[config.mk]
export PLATFORM = sky130hd
export DESIGN_NAME = priority_arbiter_fsm
export DESIGN_NICKNAME = d
export VERILOG_FILES = /design/src/rtl/priority_arbiter_fsm.sv
export SDC_FILE = /design/constraint.sdc
export NUM_CORES = 1
export LEC_CHECK = 0
export CAP_MARGIN = 0
export CELL_PAD_IN_SITES_DETAIL_PLACEMENT = 0
export CELL_PAD_IN_SITES_GLOBAL_PLACEMENT = 1
export CORE_UTILIZATION = 35
export CTS_CLUSTER_SIZE = 12
export DETAILED_ROUTE_END_ITERATION = 7
export PLACE_DENSITY_LB_ADDON = 0.2
export SLEW_MARGIN = 20
export SYNTH_ARGS = -nofsm -noshare
export SYNTH_HDL_FRONTEND = slang
export SYNTH_SLANG_ARGS = --single-unit
[constraint.sdc]
create_clock -name clk -period 2 [get_ports clk]
set_input_delay 0.2 -clock clk [delete_from_list [all_inputs] [get_ports clk]]
set_output_delay 0.2 -clock clk [all_outputs]
set_load 0.02 [all_outputs]
[src/rtl/priority_arbiter_fsm.sv]
// Four-way fixed-priority arbiter FSM (w[3] highest) with a hold limit.
// Ports: clk, rst (async, active high), w[3:0] requests, g[3:0] one-hot
// grant, Z[2:0] owner code, busy, timeout (one-cycle limit pulse).
// Optional macro ARB_FAIRNESS_EN: masks a timed-out owner for one arbitration.
module priority_arbiter_fsm #(
    parameter int MAX_HOLD = 8,
    parameter int CNT_W    = 4
) (
    input  logic       clk,
    input  logic       rst,
    input  logic [3:0] w,
    output logic [3:0] g,
    output logic [2:0] Z,
    output logic       busy,
    output logic       timeout
);

    typedef enum logic [1:0] {
        IDLE    = 2'b00,
        GRANT   = 2'b01,
        RELEASE = 2'b10
    } state_t;

    localparam logic [CNT_W-1:0] LAST = CNT_W'(MAX_HOLD - 1);

    state_t           state;
    logic [CNT_W-1:0] cnt;
    logic [3:0]       mask;
    logic [3:0]       req_m;
    logic [3:0]       req;
    logic [3:0]       win;

    function automatic logic [3:0] pick(input logic [3:0] r);
        logic [3:0] p;
        p = 4'b0000;
        if (r[3])      p = 4'b1000;
        else if (r[2]) p = 4'b0100;
        else if (r[1]) p = 4'b0010;
        else if (r[0]) p = 4'b0001;
        return p;
    endfunction

    // Same code the datapath decodes: w3..w0 -> 100/011/010/001.
    function automatic logic [2:0] encode(input logic [3:0] o);
        logic [2:0] c;
        c = 3'b000;
        if (o[3])      c = 3'b100;
        else if (o[2]) c = 3'b011;
        else if (o[1]) c = 3'b010;
        else if (o[0]) c = 3'b001;
        return c;
    endfunction

    // A masked requester still wins when it is the only one asking.
    always_comb begin
        req_m = w & ~mask;
        req   = (req_m != 4'b0000) ? req_m : w;
        win   = pick(req);
    end

`ifndef ARB_FAIRNESS_EN
    assign mask = 4'b0000;
`endif

    always_ff @(posedge clk or posedge rst) begin
        if (rst) begin
            state   <= IDLE;
            g       <= 4'b0000;
            Z       <= 3'b000;
            busy    <= 1'b0;
            timeout <= 1'b0;
            cnt     <= '0;
`ifdef ARB_FAIRNESS_EN
            mask    <= 4'b0000;
`endif
        end else begin
            unique case (state)
                IDLE: begin
                    timeout <= 1'b0;
                    cnt     <= '0;
                    if (w != 4'b0000) begin
                        state <= GRANT;
                        g     <= win;
                        Z     <= encode(win);
                        busy  <= 1'b1;
`ifdef ARB_FAIRNESS_EN
                        mask  <= 4'b0000;
`endif
                    end else begin
                        g    <= 4'b0000;
                        Z    <= 3'b000;
                        busy <= 1'b0;
                    end
                end
                GRANT: begin
                    // A dropped request wins over a simultaneous limit hit.
                    if ((w & g) == 4'b0000) begin
                        state   <= RELEASE;
                        g       <= 4'b0000;
                        Z       <= 3'b000;
                        busy    <= 1'b1;
                        timeout <= 1'b0;
                    end else if (cnt == LAST) begin
                        state   <= RELEASE;
                        g       <= 4'b0000;
                        Z       <= 3'b000;
                        busy    <= 1'b1;
                        timeout <= 1'b1;
`ifdef ARB_FAIRNESS_EN
                        mask    <= g;
`endif
                    end else begin
                        cnt <= cnt + 1'b1;
                    end
                end
                RELEASE: begin
                    state   <= IDLE;
                    g       <= 4'b0000;
                    Z       <= 3'b000;
                    busy    <= 1'b0;
                    timeout <= 1'b0;
                    cnt     <= '0;
                end
                default: begin
                    state   <= IDLE;
                    g       <= 4'b0000;
                    Z       <= 3'b000;
                    busy    <= 1'b0;
                    timeout <= 1'b0;
                    cnt     <= '0;
                end
            endcase
        end
    end

endmodule

==> results of run 1 <==
==> sequential cells by signal, indices dropped and copies added, names as in the netlist <==
signal	count
timeout	1
g	4
state	2
busy	1
cnt	4
Z	2
==> power groups by stage <==
stage               Sequential, mW  Combinational [mW]  Clock, mW
floorplan                    0.441               0.190          0
global placement             0.404               0.372          0
detailed placement           0.406               0.366          0
CTS                          0.400               0.369      0.207
global route                 0.410               0.400      0.220
finish                       0.401               0.366      0.195
==> cells in the mapped netlist <==
library cell / count / share of area
sky130_fd_sc_hd__and3b_1: 1 / 0.014
sky130_fd_sc_hd__a22o_1: 3 / 0.042
sky130_fd_sc_hd__a22oi_2: 1 / 0.020
sky130_fd_sc_hd__nand2b_1: 1 / 0.010
sky130_fd_sc_hd__nand3_1: 2 / 0.016
sky130_fd_sc_hd__or3_1: 1 / 0.010
sky130_fd_sc_hd__a32o_1: 2 / 0.032
sky130_fd_sc_hd__nor2b_1: 1 / 0.010
sky130_fd_sc_hd__dfrtp_1: 14 / 0.56
sky130_fd_sc_hd__nand2_1: 5 / 0.030
sky130_fd_sc_hd__nor2_1: 7 / 0.042
sky130_fd_sc_hd__o41ai_1: 1 / 0.014
sky130_fd_sc_hd__a21o_1: 1 / 0.012
sky130_fd_sc_hd__ha_1: 1 / 0.020
sky130_fd_sc_hd__buf_4: 1 / 0.012
sky130_fd_sc_hd__a22oi_1: 1 / 0.012
sky130_fd_sc_hd__a21oi_1: 4 / 0.032
sky130_fd_sc_hd__xnor2_1: 1 / 0.014
sky130_fd_sc_hd__o21ai_0: 8 / 0.064
sky130_fd_sc_hd__and2_2: 1 / 0.012
sky130_fd_sc_hd__inv_1: 3 / 0.018
sky130_fd_sc_hd__nor3_1: 1 / 0.0080
==> how the worst max path moves through the flow <==
stage                      start  endpoint  slack (ps)  cells after the start
final                     cnt[0]      Z[0]         380                      5
after global routing      cnt[0]      Z[0]         260                      5
after CTS                 cnt[0]      g[2]         360                      5
after detailed placement    w[1]      g[2]         250                      5
after global placement      w[2]      g[1]         300                      5
after floorplan           cnt[0]    cnt[3]         510                      5
==> routing by layer <==
metal  part of all wire  vias up  GRT usage  wire, um
li1                   -      253          -         -
met3              0.071        2    0.07347        85
met2               0.39       20     0.1853       472
met1               0.52      224     0.2094       632
met5                  0        -          0         0
met4              0.011        0    0.05455        13
==> worst reg2reg max path, cell delays in order (launching register included) <==
cell	delay, ps
sky130_fd_sc_hd__dfrtp_1	410
sky130_fd_sc_hd__ha_1	230
sky130_fd_sc_hd__and3b_1	210
sky130_fd_sc_hd__a21o_1	220
sky130_fd_sc_hd__nor2_1	290
sky130_fd_sc_hd__a22o_1	200
==> layout make-up <==
| type | instances | area, um2 |
|---|---|---|
| Fill cell | 158 | 767.0 |
| Inverter | 3 | 11.26 |
| Multi-Input combinational cell | 43 | 259.0 |
| Timing Repair Buffer | 14 | 140.1 |
| Tap cell | 24 | 30.03 |
| Clock buffer | 4 | 36.28 |
| Sequential cell | 14 | 350.3 |
==> placed cells by master, fill, tap and decap left out <==
cell type	n
sky130_fd_sc_hd__or3_1	1
sky130_fd_sc_hd__a22o_1	3
sky130_fd_sc_hd__nand2_1	5
sky130_fd_sc_hd__nor3_1	1
sky130_fd_sc_hd__a21o_1	1
sky130_fd_sc_hd__and3b_1	1
sky130_fd_sc_hd__clkbuf_4	3
sky130_fd_sc_hd__nor2b_1	1
sky130_fd_sc_hd__and2_2	1
sky130_fd_sc_hd__a22oi_1	1
sky130_fd_sc_hd__inv_1	3
sky130_fd_sc_hd__a22oi_2	1
sky130_fd_sc_hd__a21oi_1	4
sky130_fd_sc_hd__dfrtp_1	14
sky130_fd_sc_hd__o41ai_1	1
sky130_fd_sc_hd__o21ai_0	8
sky130_fd_sc_hd__clkbuf_8	1
sky130_fd_sc_hd__ha_1	1
sky130_fd_sc_hd__nor2_1	7
sky130_fd_sc_hd__nand2b_1	1
sky130_fd_sc_hd__a32o_1	2
sky130_fd_sc_hd__xnor2_1	1
sky130_fd_sc_hd__nand3_1	2
sky130_fd_sc_hd__clkdlybuf4s50_1	14
==> stage by stage <==
stage          std cells  utilization  worst slack (ps)  total power [mW]  instance area, um2
2_1_floorplan         61            -             509.8            0.6319               628.1
3_3_place_gp          98       0.4961             298.6            0.7760               790.8
3_5_place_dp          98       0.4961             248.4            0.7722               790.8
4_1_cts              102       0.5188             358.0            0.9760               827.0
5_1_grt              102       0.5188             259.1             1.030               827.0
6_report             102       0.5188             382.5            0.9621               827.0
==> kinds of logic (layout without fill, tap and decap cells) <==
kind of cell / Yosys count / count (layout) / share of synthesized area
AO/OA/AOI/OAI: 21 / 21 / 0.2271
AND/OR/NAND/NOR: 20 / 20 / 0.1514
flip-flops: 14 / 14 / 0.5578
buffers and inverters: 4 / 21 / 0.02988
adder cells (fa/ha/maj): 1 / 1 / 0.01992
XOR/XNOR: 1 / 1 / 0.01395
==> results by stage, run 1 <==
Job:
- Max-cap violations in this run came to 0.

Routing:
- The pre-antenna-repair detailed-routing pass consisted of 4 iterations.
- The detail-routed net length per standard cell is 11.80 um.
- The vias per cell is 4.892.
- Summed over all layers, the routed wires come to 1.204 mm.
- The number of design rule violations left after detail routing is 0.
- The number of DRC markers after the initial detailed-route iteration is 6.
- The count of nets left with antenna violations once routing finished came out at 0.
- The via count is 499.

Critical path:
- The largest fanout of any net on the critical path is 7.
- The cell family contributing the most delay on the critical path is simple AND/OR/NAND/NOR gates.
- The worst setup path is launched from a flop.
- The worst flop-to-flop path startpoint is cnt[0].
- The depth of the most critical reg-to-reg path is 5.
- The slack of the worst reg-to-reg path is 380 ps.
- The number of buffers and inverters on the critical path is 0.
- The endpoint arrival time on the critical path is 1830 ps.
- The longest individual stage delay on the worst path is about 400 ps.
- The largest individual stage delay along the critical path comes from the cell sky130_fd_sc_hd__dfrtp_1.
- The worst register-to-register path ends at Z[0].
- The signal on the critical path passes through ha_1 -> and3b_1 -> a21o_1 -> nor2_1 -> a22o_1.
- The setup path with the least slack is of type flop to flop.
- Data on the critical path is required at its endpoint by 2220 ps.
- STA classifies the critical path endpoint as a flop.

Clock network:
- The number of sinks on the clock net is 14.
- The insertion delay of the later-clocked pin in the worst-skew pair is 270 ps.
- The clock-pin slew on the worst setup and hold paths is roughly 80 ps.
- After clock tree synthesis, the repair step resized 0 gates.
- After clock tree synthesis, the setup repair step added 0 buffers.
- TritonCTS built the clock tree.
- For this design, the CTS-stage hold fixing added 0 buffers.
- In this run, CTS created clock tree buffers numbering 3.
- In this run the number of H-tree levels came out at 1.
- No sink is reached through more buffers than the 2 on the longest clock path.
- The tree is rooted in a sky130_fd_sc_hd__clkbuf_4.

Power:
- The sequential group share of total power is 0.417.
- The switching power summed over all nets is 339.8 uW.
- The part of the total power dissipated in the clock network is 0.203.
- Across the VDD grid, the largest voltage drop is 0.8989 mV.
- Cell internal power was estimated by the tool at 622.3 uW.
- The combinational cell fraction of total power is 0.380.
- The static leakage is around 0.36 nW.
- The ratio of total power to cell area is 1163 mW/mm2.
- Of the total power, the share spent switching nets is 0.3531.

STA:
- For the pin with the worst max-slew slack, the measured transition is 531.9 ps.
- The post-layout minimum cycle time is 1618 ps.
- The highest clock rate is 0.6182 GHz.
- Setup repair after global routing left no endpoint under its margin.
- For the final database, setup skew stands at 2.518 ps.
- The final count of pins violating max slew is 0.
- The minimum hold slack is 244.3 ps.
- The hold violation total from the final report came to 0.
- The number of setup violations in the final report is 0.
- Of the available clock period, the critical path in the final layout requires 0.8088.
- In the final timing run, aggregate negative setup slack is 0 ps.
- The headroom to the max-slew limit is 0.6427.

Global route:
- The number of antenna violations at the first check in global routing is 0.
- Entering global routing, the biggest net connects 15 pins.
- The aggregate global routing overflow is 0.
- The global-route usage over all layers is 0.1457.
- The first-pass GRT wire length is between 1.5 and 2 mm.
- The number of global-route vias before repair came to approximately 430.

Worst hold path:
- The type of the tightest min-delay check is input pin to async pin.

Place:
- The congestion estimate from routability-driven global placement came to approximately 0.73.
- Input and output buffers added on the ports amount to 14.
- The HPWL after detailed placement is 905.6 um.

Layout:
- The signed area change from the synthesized netlist to the final layout is 31.67%.
- Of the cells placed in the final design, the portion with a size suffix greater than 1 is 0.07692.
- The number of antenna cells inserted is 0.
- The number of nets in the finished design is 86.

Floorplan:
- The number of top-level design ports is 15.
- The vertical die dimension is roughly 44 um.
- In this run the core area contains 14 standard-cell rows.
- The floorplan core area is 0.001594 mm2.
- The initial utilization of the core area, before any placement, comes to 0.3940.
- The die outline width is 44.36 um.
- The floorplan step defined a die boundary enclosing slightly below 0.002 mm2.

Yosys:
- In this run, synthesis produced a sequential element count of 14.
- The cell area after synthesis is 628.1 um2.
- The sequential element share of the synthesized area is 0.5578.
- The cell count after synthesis came out at 61.
- Yosys printed 0 warnings.
- The number of nets in the synthesized netlist is 68.
- The mean instance size in the synthesized netlist is 10.30 um2.
- The count of unique library cells instantiated by Yosys is 22.

Run status:
- The flow ran to the end, and the final reports show no timing, DRC or antenna violations.
No activity file was read; power rests on OpenSTA's default activity.
==> inputs of run 2 (changes only) <==
CORE_UTILIZATION = 32   (was 35)
clock period = 1.4 ns   (was 2 ns; I/O delays follow)
==> results by stage, run 2 (synthesis results as in run 1) <==
Critical path:
- The setup check on the worst reg-to-reg path leaves a slack of -50 ps.
- The slowest stage of the critical path belongs to the cell sky130_fd_sc_hd__dfrtp_1.
- The depth of the most critical reg-to-reg path is 5.
- The worst register-to-register path begins at cnt[1].
- At the worst endpoint, the arrival time is 1660 ps.
- Together, buffers and inverters on the worst path number 0.
- The largest fanout of any net on the critical path is 5.
- STA classifies the critical path endpoint as a flop.
- The cell family contributing the most delay on the critical path is simple AND/OR/NAND/NOR gates.
- The critical path startpoint category is a flop.
- The critical path data required time is 1610 ps.
- The worst setup path is of the flop to flop kind.
- On the worst path, the slowest cell contributes a delay of 380 ps.
- The signal on the critical path passes through ha_2 -> and3b_1 -> a21o_1 -> or3_1 -> a21oi_2.
- The worst register-to-register path ends at cnt[3].

STA:
- Across the routed clock network, the largest skew measured is 2.162 ps.
- The final count of pins violating max slew is 0.
- The post-route worst setup slack is -51.56 ps.
- Setup violations remaining at the end of the flow were counted as 2.
- At the pin with the least slew margin, the transition time is 558.7 ps.
- Measured against its own limit, the worst slew margin works out to 0.6271.
- Subtracting the final worst setup slack from the clock period gives 1452 ps.
- For this run, the top clock speed supported by timing is 0.6889 GHz.
- The hold violation total from the final report came to 0.
- Of the available clock period, the critical path in the final layout requires 1.037.
- The post-route setup TNS is -54.96 ps.
- Setup repair after global routing could not meet its margin everywhere.

Power:
- The ratio of total power to cell area is between 1000 and 1500 mW/mm2.
- The static leakage is between 0.5 and 0.6 nW.
- VDD sags by at most 0.8399 mV.

Routing:
- The number of DRC markers after the initial detailed-route iteration is 18.
- The total detailed-routing wirelength is 1.418 mm.
- The routed layout has a little under 600 vias.
- For this run, the detailed router's first-pass iteration total came to 4.
- The detail-routed net length per standard cell is 11.92 um.
- The number of design rule violations left after detail routing is 0.
- Dividing the detail-routed via count by the number of cells gives 4.899.
- The post-route antenna net violation count is 0.

Global route:
- The number of global-route vias before repair is 520.
- Entering global routing, the biggest net connects 15 pins.
- The number of antenna violations at the first check in global routing is 0.
- The first global-routing pass estimated around 2.2 mm of wire.
- The aggregate global routing overflow is 0.
- The global-route usage over all layers is 0.1574.

Layout:
- The largest registers in the layout are cnt x4, g x4.
- The number of antenna cells inserted is 0.
- Of the cells placed in the final design, the portion with a size suffix greater than 1 is 0.2766.
- Measured on the finished design, the core utilization comes to 0.5375.
- The library cell used most frequently in the layout, excluding fill and tap cells, is sky130_fd_sc_hd__buf_4.
- The top cell types in the final layout, fill and taps aside, are sky130_fd_sc_hd__buf_4, sky130_fd_sc_hd__dfrtp_1, sky130_fd_sc_hd__o21ai_0, sky130_fd_sc_hd__nor2_1.
- The number of nets in the finished design is 103.
- The area growth from synthesis to layout is 52.59%.

Place:
- The final weighted congestion in routability-driven placement is ~0.68.
- Input and output buffers added on the ports amount to 14.
- Detailed placement finished with a half-perimeter wire length of ~1.1 mm.
- Before CTS, the worst setup slack after placement is -146.3 ps.

Clock network:
- TritonCTS built the clock tree.
- The clock-pin slew on the worst setup and hold paths is 80 ps.
- Hold repair after CTS inserted 0 buffers.
- The number of sinks on the clock net is 14.
- The clock tree root buffer cell is sky130_fd_sc_hd__clkbuf_4.
- Counting along the longest clock path gives a buffer depth of 2.
- The insertion delay of the later-clocked pin in the worst-skew pair is roughly 270 ps.
- The TritonCTS buffer count is 3.
- The level count of the clock H-tree is 1.

Run status:
- The checks that failed: negative setup slack.
- The run finished, with violations left.

Floorplan:
- The area of the die is 0.002144 mm2.
- For this configuration, the core starts out at a cell density of 0.3523.
- The number of top-level design ports is 15.
- The floorplan core area is about 0.0018 mm2.
- The die outline width is 46.31 um.
- The site row count is 15.
- The vertical die dimension is 46.31 um.

Worst hold path:
- The min-delay analysis places its worst path in the category input pin to async pin.

Job:
- The tool flagged a number of max-cap violations equal to 0.
==> run 2: changes by cell type in the layout (fill, tap and decap cells not counted), sizes merged <==
| cell | delta |
|---|---|
| clkbuf | -1 |
| dlygate4sd2 | +5 |
| buf | +17 |
| clkdlybuf4s50 | -9 |
| dlymetal6s2s | +4 |
==> run 2: how the worst max path moves through the flow <==
stage,slack (ps),start,end,cells past startpoint
2_1_floorplan,-20,cnt[0],cnt[3],5
3_3_place_gp,-140,w[0],Z[0],5
3_5_place_dp,-150,w[0],Z[0],5
4_1_cts,-50,cnt[1],cnt[3],5
5_1_grt,-120,cnt[1],cnt[3],5
6_report,-50,cnt[1],cnt[3],5
==> run 2: where the power goes <==
part	switching (mW)	internal, mW	leakage (nW)
combinational	0.328	0.314	0.311
clock	0.123	0.0996	0.0138
sequential	0.0649	0.496	0.186
==> run 2: cell type report <==
type | count | area [um2]
Fill cell | 185 | 824.5
Sequential cell | 14 | 350.3
Multi-Input combinational cell | 43 | 271.5
Timing Repair Buffer | 31 | 271.5
Tap cell | 25 | 31.28
Clock buffer | 3 | 22.52
Inverter | 3 | 11.26
==> run 2: metal layers <==
| layer | wire (um) | up-vias | track usage |
|---|---|---|---|
| met1 | 681 | 285 | 0.1970 |
| met5 | 0 | - | 0 |
| li1 | - | 288 | - |
| met2 | 692 | 10 | 0.2389 |
| met3 | 44 | 0 | 0.05882 |
| met4 | 0 | 0 | 0.07059 |
==> run 2: timing repair <==
action / in CTS / in global routing
setup endpoints to repair: 13 / 14
hold endpoints to repair: 0 / 0
resized for setup: 8 / 6
setup buffers: 1 / 0
==> run 2: stage by stage <==
| step | power, mW | cell area [um2] | hold WS, ps | cells |
|---|---|---|---|---|
| 2_1_floorplan | 0.9036 | 630.6 | 29.22 | 61 |
| 3_3_place_gp | 1.215 | 914.6 | 494.1 | 115 |
| 3_5_place_dp | 1.216 | 914.6 | 503.1 | 115 |
| 4_1_cts | 1.453 | 944.7 | 218.1 | 119 |
| 5_1_grt | 1.546 | 958.4 | 258.2 | 119 |
| 6_report | 1.426 | 958.4 | 213.3 | 119 |
==> run 2: worst register-to-register path, cell delays in order (launching register included) <==
cell                      delay, ps
sky130_fd_sc_hd__dfrtp_1        380
sky130_fd_sc_hd__ha_2           190
sky130_fd_sc_hd__and3b_1        180
sky130_fd_sc_hd__a21o_1         200
sky130_fd_sc_hd__or3_1          330
sky130_fd_sc_hd__a21oi_2        110
